==> config.mk <==
export PLATFORM = sky130hd
export DESIGN_NAME = unary_ops_pipe
export DESIGN_NICKNAME = d
export VERILOG_FILES = /design/src/rtl/unary_ops_pipe.sv
export SDC_FILE = /design/constraint.sdc
export NUM_CORES = 1
export LEC_CHECK = 0
export ABC_AREA = 1
export CAP_MARGIN = 20
export CORE_UTILIZATION = 40
export DETAILED_ROUTE_END_ITERATION = 10
export GPL_TIMING_DRIVEN = 0
export PLACE_DENSITY = 0.73
export REMOVE_ABC_BUFFERS = 1
export SETUP_SLACK_MARGIN = 0.05
export SYNTH_ARGS = -nofsm -noshare
export SYNTH_HDL_FRONTEND = slang
export SYNTH_SLANG_ARGS = --single-unit
==> constraint.sdc <==
create_clock -name clk -period 2 [get_ports clk]
set_clock_uncertainty 0.05 [all_clocks]
set_input_delay 0.2 -clock clk [delete_from_list [all_inputs] [get_ports clk]]
set_output_delay 0.2 -clock clk [all_outputs]
set_load 0.005 [all_outputs]
==> src/rtl/unary_ops_pipe.sv <==
// Elastic pipeline computing one unary/reduction/wildcard operation per transaction,
// with saturating counters for accepted transactions and wildcard matches.
module unary_ops_pipe #(
  parameter int WIDTH   = 8,
  parameter int LATENCY = 2,
  parameter int CNT_W   = 16
) (
  input  logic             clk,
  input  logic             rst_n,
  input  logic             in_valid,
  output logic             in_ready,
  input  logic [WIDTH-1:0] in_data,
  input  logic [3:0]       in_op,
  input  logic [WIDTH-1:0] in_pat,
  input  logic [WIDTH-1:0] in_care,
  output logic             out_valid,
  input  logic             out_ready,
  output logic [WIDTH-1:0] out_data,
  output logic             out_err,
  input  logic             clear,
  output logic [CNT_W-1:0] op_count,
  output logic [CNT_W-1:0] match_count
);

  localparam logic [3:0] OP_NOT   = 4'd0;
  localparam logic [3:0] OP_POS   = 4'd1;
  localparam logic [3:0] OP_NEG   = 4'd2;
  localparam logic [3:0] OP_LNOT  = 4'd3;
  localparam logic [3:0] OP_RAND  = 4'd4;
  localparam logic [3:0] OP_RNAND = 4'd5;
  localparam logic [3:0] OP_ROR   = 4'd6;
  localparam logic [3:0] OP_RNOR  = 4'd7;
  localparam logic [3:0] OP_RXOR  = 4'd8;
  localparam logic [3:0] OP_RXNOR = 4'd9;
  localparam logic [3:0] OP_WEQ   = 4'd10;
  localparam logic [3:0] OP_WNEQ  = 4'd11;

  localparam logic [CNT_W-1:0] CNT_MAX = '1;

  logic [WIDTH-1:0] res_d;
  logic             err_d;
  logic             wild_eq;

  logic [LATENCY-1:0] vld_q;
  logic [LATENCY-1:0] err_q;
  logic [WIDTH-1:0]   dat_q [LATENCY];
  logic [LATENCY-1:0] ld;
  logic               full_tail;
  logic               fire;

  logic [CNT_W-1:0] op_cnt_q, op_cnt_d;
  logic [CNT_W-1:0] match_cnt_q, match_cnt_d;

  // 1-bit results land in bit 0 with the upper bits left at zero.
  always_comb begin
    res_d   = '0;
    err_d   = 1'b0;
    wild_eq = (((in_data ^ in_pat) & in_care) == '0);
    case (in_op)
      OP_NOT:   res_d    = ~in_data;
      OP_POS:   res_d    = in_data;
      OP_NEG:   res_d    = -in_data;
      OP_LNOT:  res_d[0] = (in_data == '0);
      OP_RAND:  res_d[0] = &in_data;
      OP_RNAND: res_d[0] = ~&in_data;
      OP_ROR:   res_d[0] = |in_data;
      OP_RNOR:  res_d[0] = ~|in_data;
      OP_RXOR:  res_d[0] = ^in_data;
      OP_RXNOR: res_d[0] = ~^in_data;
      OP_WEQ:   res_d[0] = wild_eq;
      OP_WNEQ:  res_d[0] = ~wild_eq;
      default:  err_d    = 1'b1;
    endcase
  end

  // A stage may load when out_ready is high or any stage at or after it is empty.
  always_comb begin
    full_tail = 1'b1;
    ld        = '0;
    for (int i = LATENCY - 1; i >= 0; i--) begin
      full_tail = full_tail & vld_q[i];
      ld[i]     = ~full_tail | out_ready;
    end
  end

  assign in_ready = ld[0];
  assign fire     = in_valid & ld[0];

  always_ff @(posedge clk or negedge rst_n) begin
    if (!rst_n) begin
      vld_q <= '0;
      err_q <= '0;
      for (int i = 0; i < LATENCY; i++) dat_q[i] <= '0;
    end else begin
      if (ld[0]) begin
        vld_q[0] <= in_valid;
        dat_q[0] <= res_d;
        err_q[0] <= err_d;
      end
      for (int i = 1; i < LATENCY; i++) begin
        if (ld[i]) begin
          vld_q[i] <= vld_q[i-1];
          dat_q[i] <= dat_q[i-1];
          err_q[i] <= err_q[i-1];
        end
      end
    end
  end

  assign out_valid = vld_q[LATENCY-1];
  assign out_data  = dat_q[LATENCY-1];
  assign out_err   = err_q[LATENCY-1];

  always_comb begin
    op_cnt_d    = op_cnt_q;
    match_cnt_d = match_cnt_q;
    if (clear) begin
      op_cnt_d    = '0;
      match_cnt_d = '0;
    end else if (fire) begin
      if (op_cnt_q != CNT_MAX) op_cnt_d = op_cnt_q + 1'b1;
      if (in_op == OP_WEQ && wild_eq && match_cnt_q != CNT_MAX)
        match_cnt_d = match_cnt_q + 1'b1;
    end
  end

  always_ff @(posedge clk or negedge rst_n) begin
    if (!rst_n) begin
      op_cnt_q    <= '0;
      match_cnt_q <= '0;
    end else begin
      op_cnt_q    <= op_cnt_d;
      match_cnt_q <= match_cnt_d;
    end
  end

  assign op_count    = op_cnt_q;
  assign match_count = match_cnt_q;

endmodule

**Word-level counts from Yosys, hierarchy flattened**

Cells that the tools add are included.

- $add $sub $neg: 3
- $mul: 0
- Divide/modulo/power cells: 0
- $lt $le $gt $ge: 0
- Equal/unequal tests: 13
- Shifts and indexed selects: 0
- Multiplexer cells: 9
- Bitwise gates (word level): 10
- Reductions and logical operators: 17

Operators by type and width:

| cell | number |
|---|---|
| 16-bit two-way mux | 6 |
| 16-bit by 1-bit adder with 16-bit output (second input constant) | 2 |
| 16-bit != test (second input constant) | 2 |
| 7-bit one-hot mux with 3 select lines | 1 |
| 4-bit by 3-bit == test with 1-bit output (second input constant) | 4 |
| 4-bit == test (second input constant) | 4 |
| 8-bit zero test | 2 |
| 1-bit one-hot mux with 12 select lines | 1 |
| 12-bit OR reduction | 1 |
| 8-bit bitwise AND | 1 |
| 4-bit by 2-bit == test with 1-bit output (second input constant) | 2 |
| 8-bit negator | 1 |
| 8-bit NOT | 1 |
| 8-bit AND reduction | 1 |
| 8-bit OR reduction | 1 |
| 8-bit XNOR reduction | 1 |
| 8-bit XOR reduction | 1 |
| 8-bit XOR | 1 |
| 2-bit nonzero test | 3 |
| 4-bit by 1-bit == test with 1-bit output (second input constant) | 1 |
| 4-bit zero test | 1 |
| 2-bit AND reduction | 2 |
| 1-bit NOT | 3 |
| 1-bit bitwise AND | 2 |
| 4 further kinds | 7 |

- Register bits after elaboration: 52
- Bits in latches: 0
- Bits in writable memories: 0
- Memory bits (read-only): 0
- Input bits: 33
- Output and inout bits: 43
- Logic and storage cells: 60
- Memories: 0

**Logic depth before layout (Yosys ltp)**

Gate-level depths: netlist (run 1).

- Depth after elaboration: 8
- Mapped depth: 13
- Mapped depth without buffers: 13

**Worst setup path before layout (run 1)**

No wires, ideal clock.

- Kind: register -> register
- Start: register match_cnt_q[0], in the netlist match_count[0]
- End: register match_cnt_q[12], in the netlist match_count[12]
- Setup time: 0.117 ns
- Data arrival time: 1.464 ns
- Required time: 1.833 ns
- Slack: 0.369 ns
- Cell stages (with the launch flop): 11
- Buffers on the path: 0
- Period minus slack after synthesis: 1.631 ns
- Cells stage by stage: dfrtp_1 ha_1 nand3_2 nor2_4 nand3b_2 o21ai_2 inv_2 nand2_4 nand2_2 nand2_1 nand2_1

- Longest elaborated chain between the ends: 4
- Elaborated cells between the ends (all ways): 8
- Those cells by class: add/sub: 1; eq/ne: 1; mux: 3; reduce/logical: 3

RTL lines:

| item | line | RTL |
|---|---|---|
| start, declared | 52 | `logic [CNT_W-1:0] match_cnt_q, match_cnt_d;` |
| start signal, assigned | 133 | `match_cnt_q <= match_cnt_d;` |
| 16-bit by 1-bit adder with 16-bit output or 16-bit != test (tied branches) | 123, 122 |  |
| 16-bit two-way mux or 1-bit logical AND (tied branches) | 122 | `if (in_op == OP_WEQ && wild_eq && match_cnt_q != CNT_MAX)` |
| 16-bit two-way mux or 2-bit nonzero test (tied branches) | - |  |
| 16-bit two-way mux or 2-bit AND reduction (tied branches) | - |  |

Several ways; a longest one is shown, not always the timed one. The select of a mux whose other input is x is not followed.
A chain may end at the register's enable or synchronous reset.

**Worst setup path in the final report (run 1)**

- Start: register op_cnt_q[0], in the netlist op_count[0]
- End: register op_cnt_q[9], in the netlist op_count[9]

- Longest elaborated chain between the ends: 4
- Elaborated cells between the ends (all ways): 7
- Those cells by class: add/sub: 1; eq/ne: 1; mux: 3; reduce/logical: 2

RTL lines:

| item | line | RTL |
|---|---|---|
| start, declared | 51 | `logic [CNT_W-1:0] op_cnt_q, op_cnt_d;` |
| start signal, assigned | 132 | `op_cnt_q <= op_cnt_d;` |
| 16-bit by 1-bit adder with 16-bit output | 121 | `if (op_cnt_q != CNT_MAX) op_cnt_d = op_cnt_q + 1'b1;` |
| 16-bit two-way mux | 121 |  |
| 16-bit two-way mux | 120 | `end else if (fire) begin` |
| 16-bit two-way mux | 117 | `if (clear) begin` |

Several ways; a longest one is shown, not always the timed one. The select of a mux whose other input is x is not followed.

==> results of run 1 <==
## state kept, by name (all words and copies together) (netlist names)
signal and flops:
dat_q 8, err_q 2, match_count 16, op_count 16
out_data 8, vld_q 2
## routing by layer
layer | up-vias | global-route usage, % | part of all wire [%]
li1 | 1711 | - | -
met1 | 1589 | 25.3 | 46
met2 | 116 | 31.2 | 47
met3 | 24 | 3.24 | 4.6
met4 | 0 | 7.96 | 2.7
met5 | - | 0 | 0
## placed cells by master, fill, tap and decap left out, types with 8 or more instances in the layout
cell / netlist / final
o21ai_0: 15 / 14
inv_1: 42 / 42
nand3_1: 53 / 53
ha_1: 10 / 8
clkdlybuf4s50_1: 0 / 69
xor2_1: 13 / 13
dfrtp_1: 52 / 50
mux2_2: 9 / 9
nand2_1: 150 / 148
nor2_1: 49 / 48
nand4_1: 11 / 11
## what timing repair did
| item | CTS | global route |
|---|---|---|
| hold buffers | 1 | 0 |
| setup buffers | 2 | 3 |
| endpoints found under the hold margin | 12 | 0 |
| pin swaps | 1 | 3 |
| resized for setup | 8 | 16 |
| endpoints found under the setup margin | 39 | 28 |
| cloned | 0 | 1 |
## area by class of cell
class                      instances  share of cell area, %
clock buffer                       5                   1.53
inverter                          46                   3.95
sequential                        52                   29.0
tap                              105                   2.92
clock inverter                     2                  0.278
timing repair buffer              82                   18.2
multi-input combinational        368                   44.2
## power by group
group	switching, W	internal [W]
Sequential	0.0000319	0.00109
Combinational	0.000221	0.000201
Clock	0.000344	0.000238
Total	0.000597	0.00153
## Yosys cell counts
cell type | instances | area share, %
a31o_2 | 3 | 0.74
a21oi_1 | 2 | 0.28
buf_6 | 2 | 0.64
o211ai_1 | 6 | 1.3
inv_2 | 3 | 0.32
ha_1 | 10 | 3.5
nor2_1 | 49 | 5.2
nor3b_2 | 1 | 0.35
buf_2 | 3 | 0.42
nor2_4 | 2 | 0.64
nand3_2 | 4 | 1.1
dfrtp_1 | 52 | 37
clkbuf_4 | 1 | 0.21
nor3_2 | 1 | 0.28
o21ai_0 | 15 | 2.1
nand3b_2 | 1 | 0.32
o22ai_1 | 2 | 0.35
mux2_2 | 9 | 2.9
xor2_1 | 13 | 3.2
nor3_1 | 6 | 0.85
nand4_1 | 11 | 1.9
nand3b_1 | 1 | 0.21
xnor2_1 | 7 | 1.7
inv_1 | 42 | 4.5
buf_8 | 1 | 0.42
clkbuf_1 | 4 | 0.42
nand2_4 | 1 | 0.32
o21ai_2 | 1 | 0.25
a211oi_1 | 1 | 0.21
o21a_1 | 1 | 0.21
o21ai_1 | 3 | 0.42
nand2_2 | 2 | 0.35
clkinv_1 | 1 | 0.11
buf_4 | 8 | 1.7
nor4_1 | 1 | 0.18
o31ai_1 | 7 | 1.5
or2_2 | 3 | 0.53
nand2_1 | 150 | 16
nor2_2 | 1 | 0.18
nand3_1 | 53 | 7.5
## metrics by stage
stage                     std cells  TNS (ns)
after floorplan                 465     -1.95
after global placement          645    -83.59
after detailed placement        646    -40.76
after global routing            660         0
after CTS                       656         0
final                           660         0
## cells by family (layout without fill, tap and decap cells)
group	count (synthesis)	count (layout)
flip-flops	52	52
AND/OR/NAND/NOR	287	288
multiplexers	9	9
XOR/XNOR	20	20
AO/OA/AOI/OAI	41	41
buffers and inverters	65	135
adder cells (fa/ha/maj)	10	10
## how the worst max path moves through the flow
stage | from | end | slack, ns | depth (start not counted)
after detailed placement | clear | op_count[0] | -1.62 | 7
after global placement | clear | op_count[0] | -1.59 | 7
after CTS | op_count[0] | op_count[9] | 0.02 | 8
after global routing | op_count[0] | op_count[9] | 0.02 | 8
final | op_count[0] | op_count[9] | 0.15 | 9
after floorplan | vld_q[1] | op_count[9] | -0.21 | 7
==> impl_metrics.py, run 1 <==
metrics = {
    "run_status": {
        "outcome": "complete, no violations",
    },
    "routing": {
        "wl_um": 8560,
        "avgRoutedWirePerCell_um": 13.0,
        "drcViolationCount": 0,
        "drtIter0Drc": 131,
        "vias_per_cell": 5.21,
        "ant_nets": 0,
        "vias": 3440,
        "first_pass_iters": 4,
    },
    "synthesis": {
        "synth-simple-area-share_pct": 35.9,
        "syn-instance-count": 484,
        "synth_top_family_by_area": "simple AND/OR/NAND/NOR gates",
        "yosysWarnings": 0,
        "synth_fa_ha_area_share_pct": 3.53,
        "synth_compound_area_share_pct": 7.35,
        "ys_ff_latch": 52,
        "synth.area.mux_share_pct": 2.86,
        "yosys.cell_types.count": 40,
        "synth-xor-area-share_pct": 4.95,
        "syn_area_per_cell_um2": 7.32,
        "syn-cell-area_um2": 3540,
        "seq_area_frac_synth_pct": 36.7,
    },
    "setup_path": {
        "cp_data_arrival_time_ns": 1.97,
        "r2r_cells": 9,
        "crit_top_cell": "nand4_1",
        "crit_path_start_kind": "flip-flop",
        "worst-path-buf-inv": 2,
        "r2r_start": "op_count[0]",
        "rr_endpoint": "op_count[9]",
        "r2r_setup_slack_ns": 0.15,
        "crit_family": "simple AND/OR/NAND/NOR gates",
        "setup.worst_path.class": "reg -> reg",
        "cp_slowest_stage_delay_ns": 0.42,
        "cp-end-kind": "flip-flop",
        "path_cells": "ha_2 > nand3_2 > nor3_4 > nand4_1 > buf_4 > nand2_4 > inv_2 > nand4_1 > o21ai_0",
        "crit_slowest_cell": "dfrtp_2",
        "crit_required_ns": 2.12,
        "cp_max_fo": 15,
    },
    "clocking": {
        "cts_tree": "built",
        "cts.path.max_buffers": 2,
        "htreeDepth": 2,
        "cts_sinks": 52,
        "cts-root-buf": "clkbuf_8",
        "clk_latency_ns": 0.31,
        "clk_pin_slew_worst_paths_ns": 0.09,
        "numCtsBuffers": 5,
    },
    "timing": {
        "relSlewSlack_pct": 71.9,
        "tightest_slew_ns": 0.420,
        "worst_slack_ns": 0.152,
        "fmax_mhz": 541,
        "setup_viol_count_final": 0,
        "min_period_ns": 1.85,
        "period_share_pct": 92.4,
        "slew_violations": 0,
        "rsz0062_at_grt": "true",
        "finalHoldViolCount": 0,
        "fin_hold_ws_ns": 0.270,
    },
    "global_route": {
        "grt_overflow": 0,
        "first_global_vias": 3022,
        "grt_max_degree": 41,
        "grt_usage_pct": 19.2,
        "grt_first_pass_wirelength_um": 13800,
        "antenna_found_initial": 0,
    },
    "floorplanning": {
        "rows": 33,
        "die_width_um": 96.1,
        "fp.coreArea_um2": 8380,
        "die_area_um2": 9230,
        "die_h_um": 96.1,
        "ios": 76,
        "start_util_pct": 42.2,
    },
    "placed_design": {
        "hpwl_um": 6220,
        "postPlaceCellArea_um2": 4300,
        "place_ws_ns": -1.62,
        "gp_congestion": 0.855,
        "port-buffer-count": 75,
    },
    "cells_and_area": {
        "num-nets-final": 598,
        "area.growth.synth_to_final_pct": 27.1,
        "fin_util_pct": 53.7,
        "final_area_um2": 4500,
        "regArea_um2": 1300,
        "multi_input_comb_area_um2": 1990,
        "num_antenna_cells": 0,
        "layout-drive-gt1-share_pct": 10.3,
        "nFillCells": 779,
    },
    "power": {
        "vdd_drop_max_mv": 0.272,
        "leakagePower_nw": 2.09,
        "totalPowerFinal_w": 0.00213,
        "power_density_nw_per_um2": 473,
    },
    "run": {
        "cap_violations": 0,
    },
    "hold_path": {
        "hold_class": "in -> async",
    },
}
Power figures use the tool's default switching activity.
==> run 2: changes to the inputs <==
CAP_MARGIN = 15   (was 20)
==> results of run 2 <==
Final layout, timing and power as in run 1 (identical DEF).
==> run 3: changes to the inputs <==
ABC_AREA = unset   (was 1)
GPL_TIMING_DRIVEN = unset   (was 0)
PLACE_DENSITY = 0.74   (was 0.73)
==> run 3 against run 2 <==
Compared with the run above: synthesized cell count fell by 28%; register-to-register slack got worse by 0.08 ns; global-route usage decreased by 1.1 points; routed wire length shrank 11%; combinational power grew 4%; sequential power hardly changed; area after synthesis is 7.5% lower.
==> impl_metrics.py, run 3 <==
metrics = {
    "routing": {
        "ant_nets": 0,
        "vias": 2989,
        "vias_per_cell": 5.37,
        "drcViolationCount": 0,
        "wl_um": 7600,
        "first_pass_iters": 4,
        "avgRoutedWirePerCell_um": 13.6,
        "drtIter0Drc": 96,
    },
    "global_route": {
        "first_global_vias": 2752,
        "antenna_found_initial": 0,
        "grt_usage_pct": 18.1,
        "grt_overflow": 0,
        "grt_max_degree": 30,
        "grt_first_pass_wirelength_um": 12700,
    },
    "setup_path": {
        "worst-path-buf-inv": 1,
        "cp_max_fo": 5,
        "cp_slowest_stage_delay_ns": 0.48,
        "path_cells": "nor2b_4 > and2_4 > inv_4 > nand4_1 > or2_4 > or4_4 > a21oi_2",
        "cp-end-kind": "flip-flop",
        "cp_data_arrival_time_ns": 2.12,
        "crit_required_ns": 2.19,
        "r2r_setup_slack_ns": 0.07,
        "crit_slowest_cell": "or4_4",
        "crit_family": "simple AND/OR/NAND/NOR gates",
        "crit_path_start_kind": "flip-flop",
        "setup.worst_path.class": "reg -> reg",
    },
    "floorplanning": {
        "die_h_um": 92.5,
        "die_width_um": 92.5,
        "ios": 76,
        "fp.coreArea_um2": 7810,
        "rows": 32,
        "start_util_pct": 41.9,
        "die_area_um2": 8550,
    },
    "clocking": {
        "cts_sinks": 52,
        "clk_pin_slew_worst_paths_ns": 0.10,
        "cts-root-buf": "clkbuf_8",
        "clk_latency_ns": 0.30,
        "cts.path.max_buffers": 2,
        "cts_tree": "built",
        "htreeDepth": 2,
        "numCtsBuffers": 5,
    },
    "synthesis": {
        "synth.most_common_cell": "dfrtp_1",
        "syn-instance-count": 349,
        "netlist.top_cell.by_area": "dfrtp_1",
        "synth_ff_type": "dfrtp_1",
        "yosys.cell_types.count": 51,
        "syn_area_per_cell_um2": 9.38,
        "synth_edf_count": 0,
        "synth_top_cells_by_count": "dfrtp_1, nor2_1, a21oi_1, nand2_1, inv_1",
        "synthArstFlopShare_pct": 100,
        "synth_top_area_share_pct": 39.7,
        "ys_ff_latch": 52,
        "synth_area_leaders": "dfrtp_1, mux2_2, xor2_1",
        "yosysWarnings": 0,
        "seq_area_frac_synth_pct": 39.7,
        "syn-cell-area_um2": 3270,
    },
    "timing": {
        "fmax_mhz": 519,
        "rsz0062_at_grt": "true",
        "period_share_pct": 96.4,
        "relSlewSlack_pct": 65.3,
        "slew_violations": 0,
        "finalHoldViolCount": 0,
        "min_period_ns": 1.93,
        "setup_viol_count_final": 0,
        "fin_hold_ws_ns": 0.299,
        "tightest_slew_ns": 0.508,
    },
    "cells_and_area": {
        "layout_common_cells": "clkdlybuf4s50_1, dfrtp_1, buf_4",
        "final_common_cell": "clkdlybuf4s50_1",
        "area.growth.synth_to_final_pct": 38.6,
        "num-nets-final": 497,
        "layout-drive-gt1-share_pct": 20.2,
        "num_antenna_cells": 0,
        "fin_util_pct": 58.1,
    },
    "power": {
        "power_density_nw_per_um2": 474,
        "vdd_drop_max_mv": 0.304,
        "totalPowerFinal_w": 0.00215,
        "leakagePower_nw": 1.86,
    },
    "run": {
        "cap_violations": 0,
    },
    "placed_design": {
        "hpwl_um": 5630,
        "port-buffer-count": 75,
        "gp_congestion": 0.823,
    },
    "run_status": {
        "outcome": "complete, no violations",
    },
    "hold_path": {
        "hold_class": "in -> async",
    },
}
run 3: final cells by class:
class | count | area [um^2]
clock buffer | 5 | 68.8
clock inverter | 3 | 21.3
fill | 698 | 3270
inverter | 18 | 70.1
multi-input combinational | 256 | 1850
sequential | 52 | 1300
tap | 102 | 128
timing repair buffer | 121 | 1090
run 3: kinds of logic (layout without fill, tap and decap cells):
group,Yosys count,count (layout),synth area share [%]
AND/OR/NAND/NOR,123,123,20.6
AO/OA/AOI/OAI,75,77,15.6
flip-flops,52,52,39.7
buffers and inverters,43,147,6.42
XOR/XNOR,30,30,8.44
multiplexers,16,16,5.43
adder cells (fa/ha/maj),10,10,3.82
run 3: routing by layer:
layer,routed length [um],GRT usage [%],up-vias
li1,-,-,1477
met1,3280,22.8,1405
met2,3830,31.7,96
met3,388,2.71,11
met4,94,5.99,0
met5,0,0,-
run 3: stage by stage:
| step | setup slack, ns | instance area, um^2 | TNS (ns) | instances |
|---|---|---|---|---|
| after floorplan | -0.0761 | 3130 | -0.623 | 324 |
| after global placement | -0.250 | 4310 | -2.54 | 542 |
| after detailed placement | -0.292 | 4310 | -3.78 | 542 |
| after CTS | 0.0438 | 4420 | 0 | 551 |
| after global routing | -0.0295 | 4540 | -0.0564 | 557 |
| final | 0.0720 | 4540 | 0 | 557 |
run 3: final timing paths:
kind | cells after the start | to | from
max | 7 | op_count[13] | vld_q[1]
min | 2 | op_count[11] | rst_n
max reg2reg | 7 | op_count[13] | vld_q[1]
min reg2reg | 2 | dat_q[11] | dat_q[11]
max in group asynchronous | 3 | match_count[8] | rst_n
min in group clk | 2 | dat_q[11] | dat_q[11]
run 3: repair_timing:
item | 4_1_cts | 5_1_grt
pin swaps | 2 | 10
setup buffers | 0 | 4
gates cloned | 0 | 2
hold endpoints to repair | 17 | 0
endpoints found under the setup margin | 9 | 25
hold buffers | 1 | 0
resized for setup | 5 | 20
run 3: power breakdown:
group	internal (W)	switching [W]	total, W	leakage, nW
Combinational	0.000244	0.000196	0.000440	1.11
Clock	0.000249	0.000345	0.000594	0.0445
Sequential	0.00109	0.0000255	0.00112	0.707
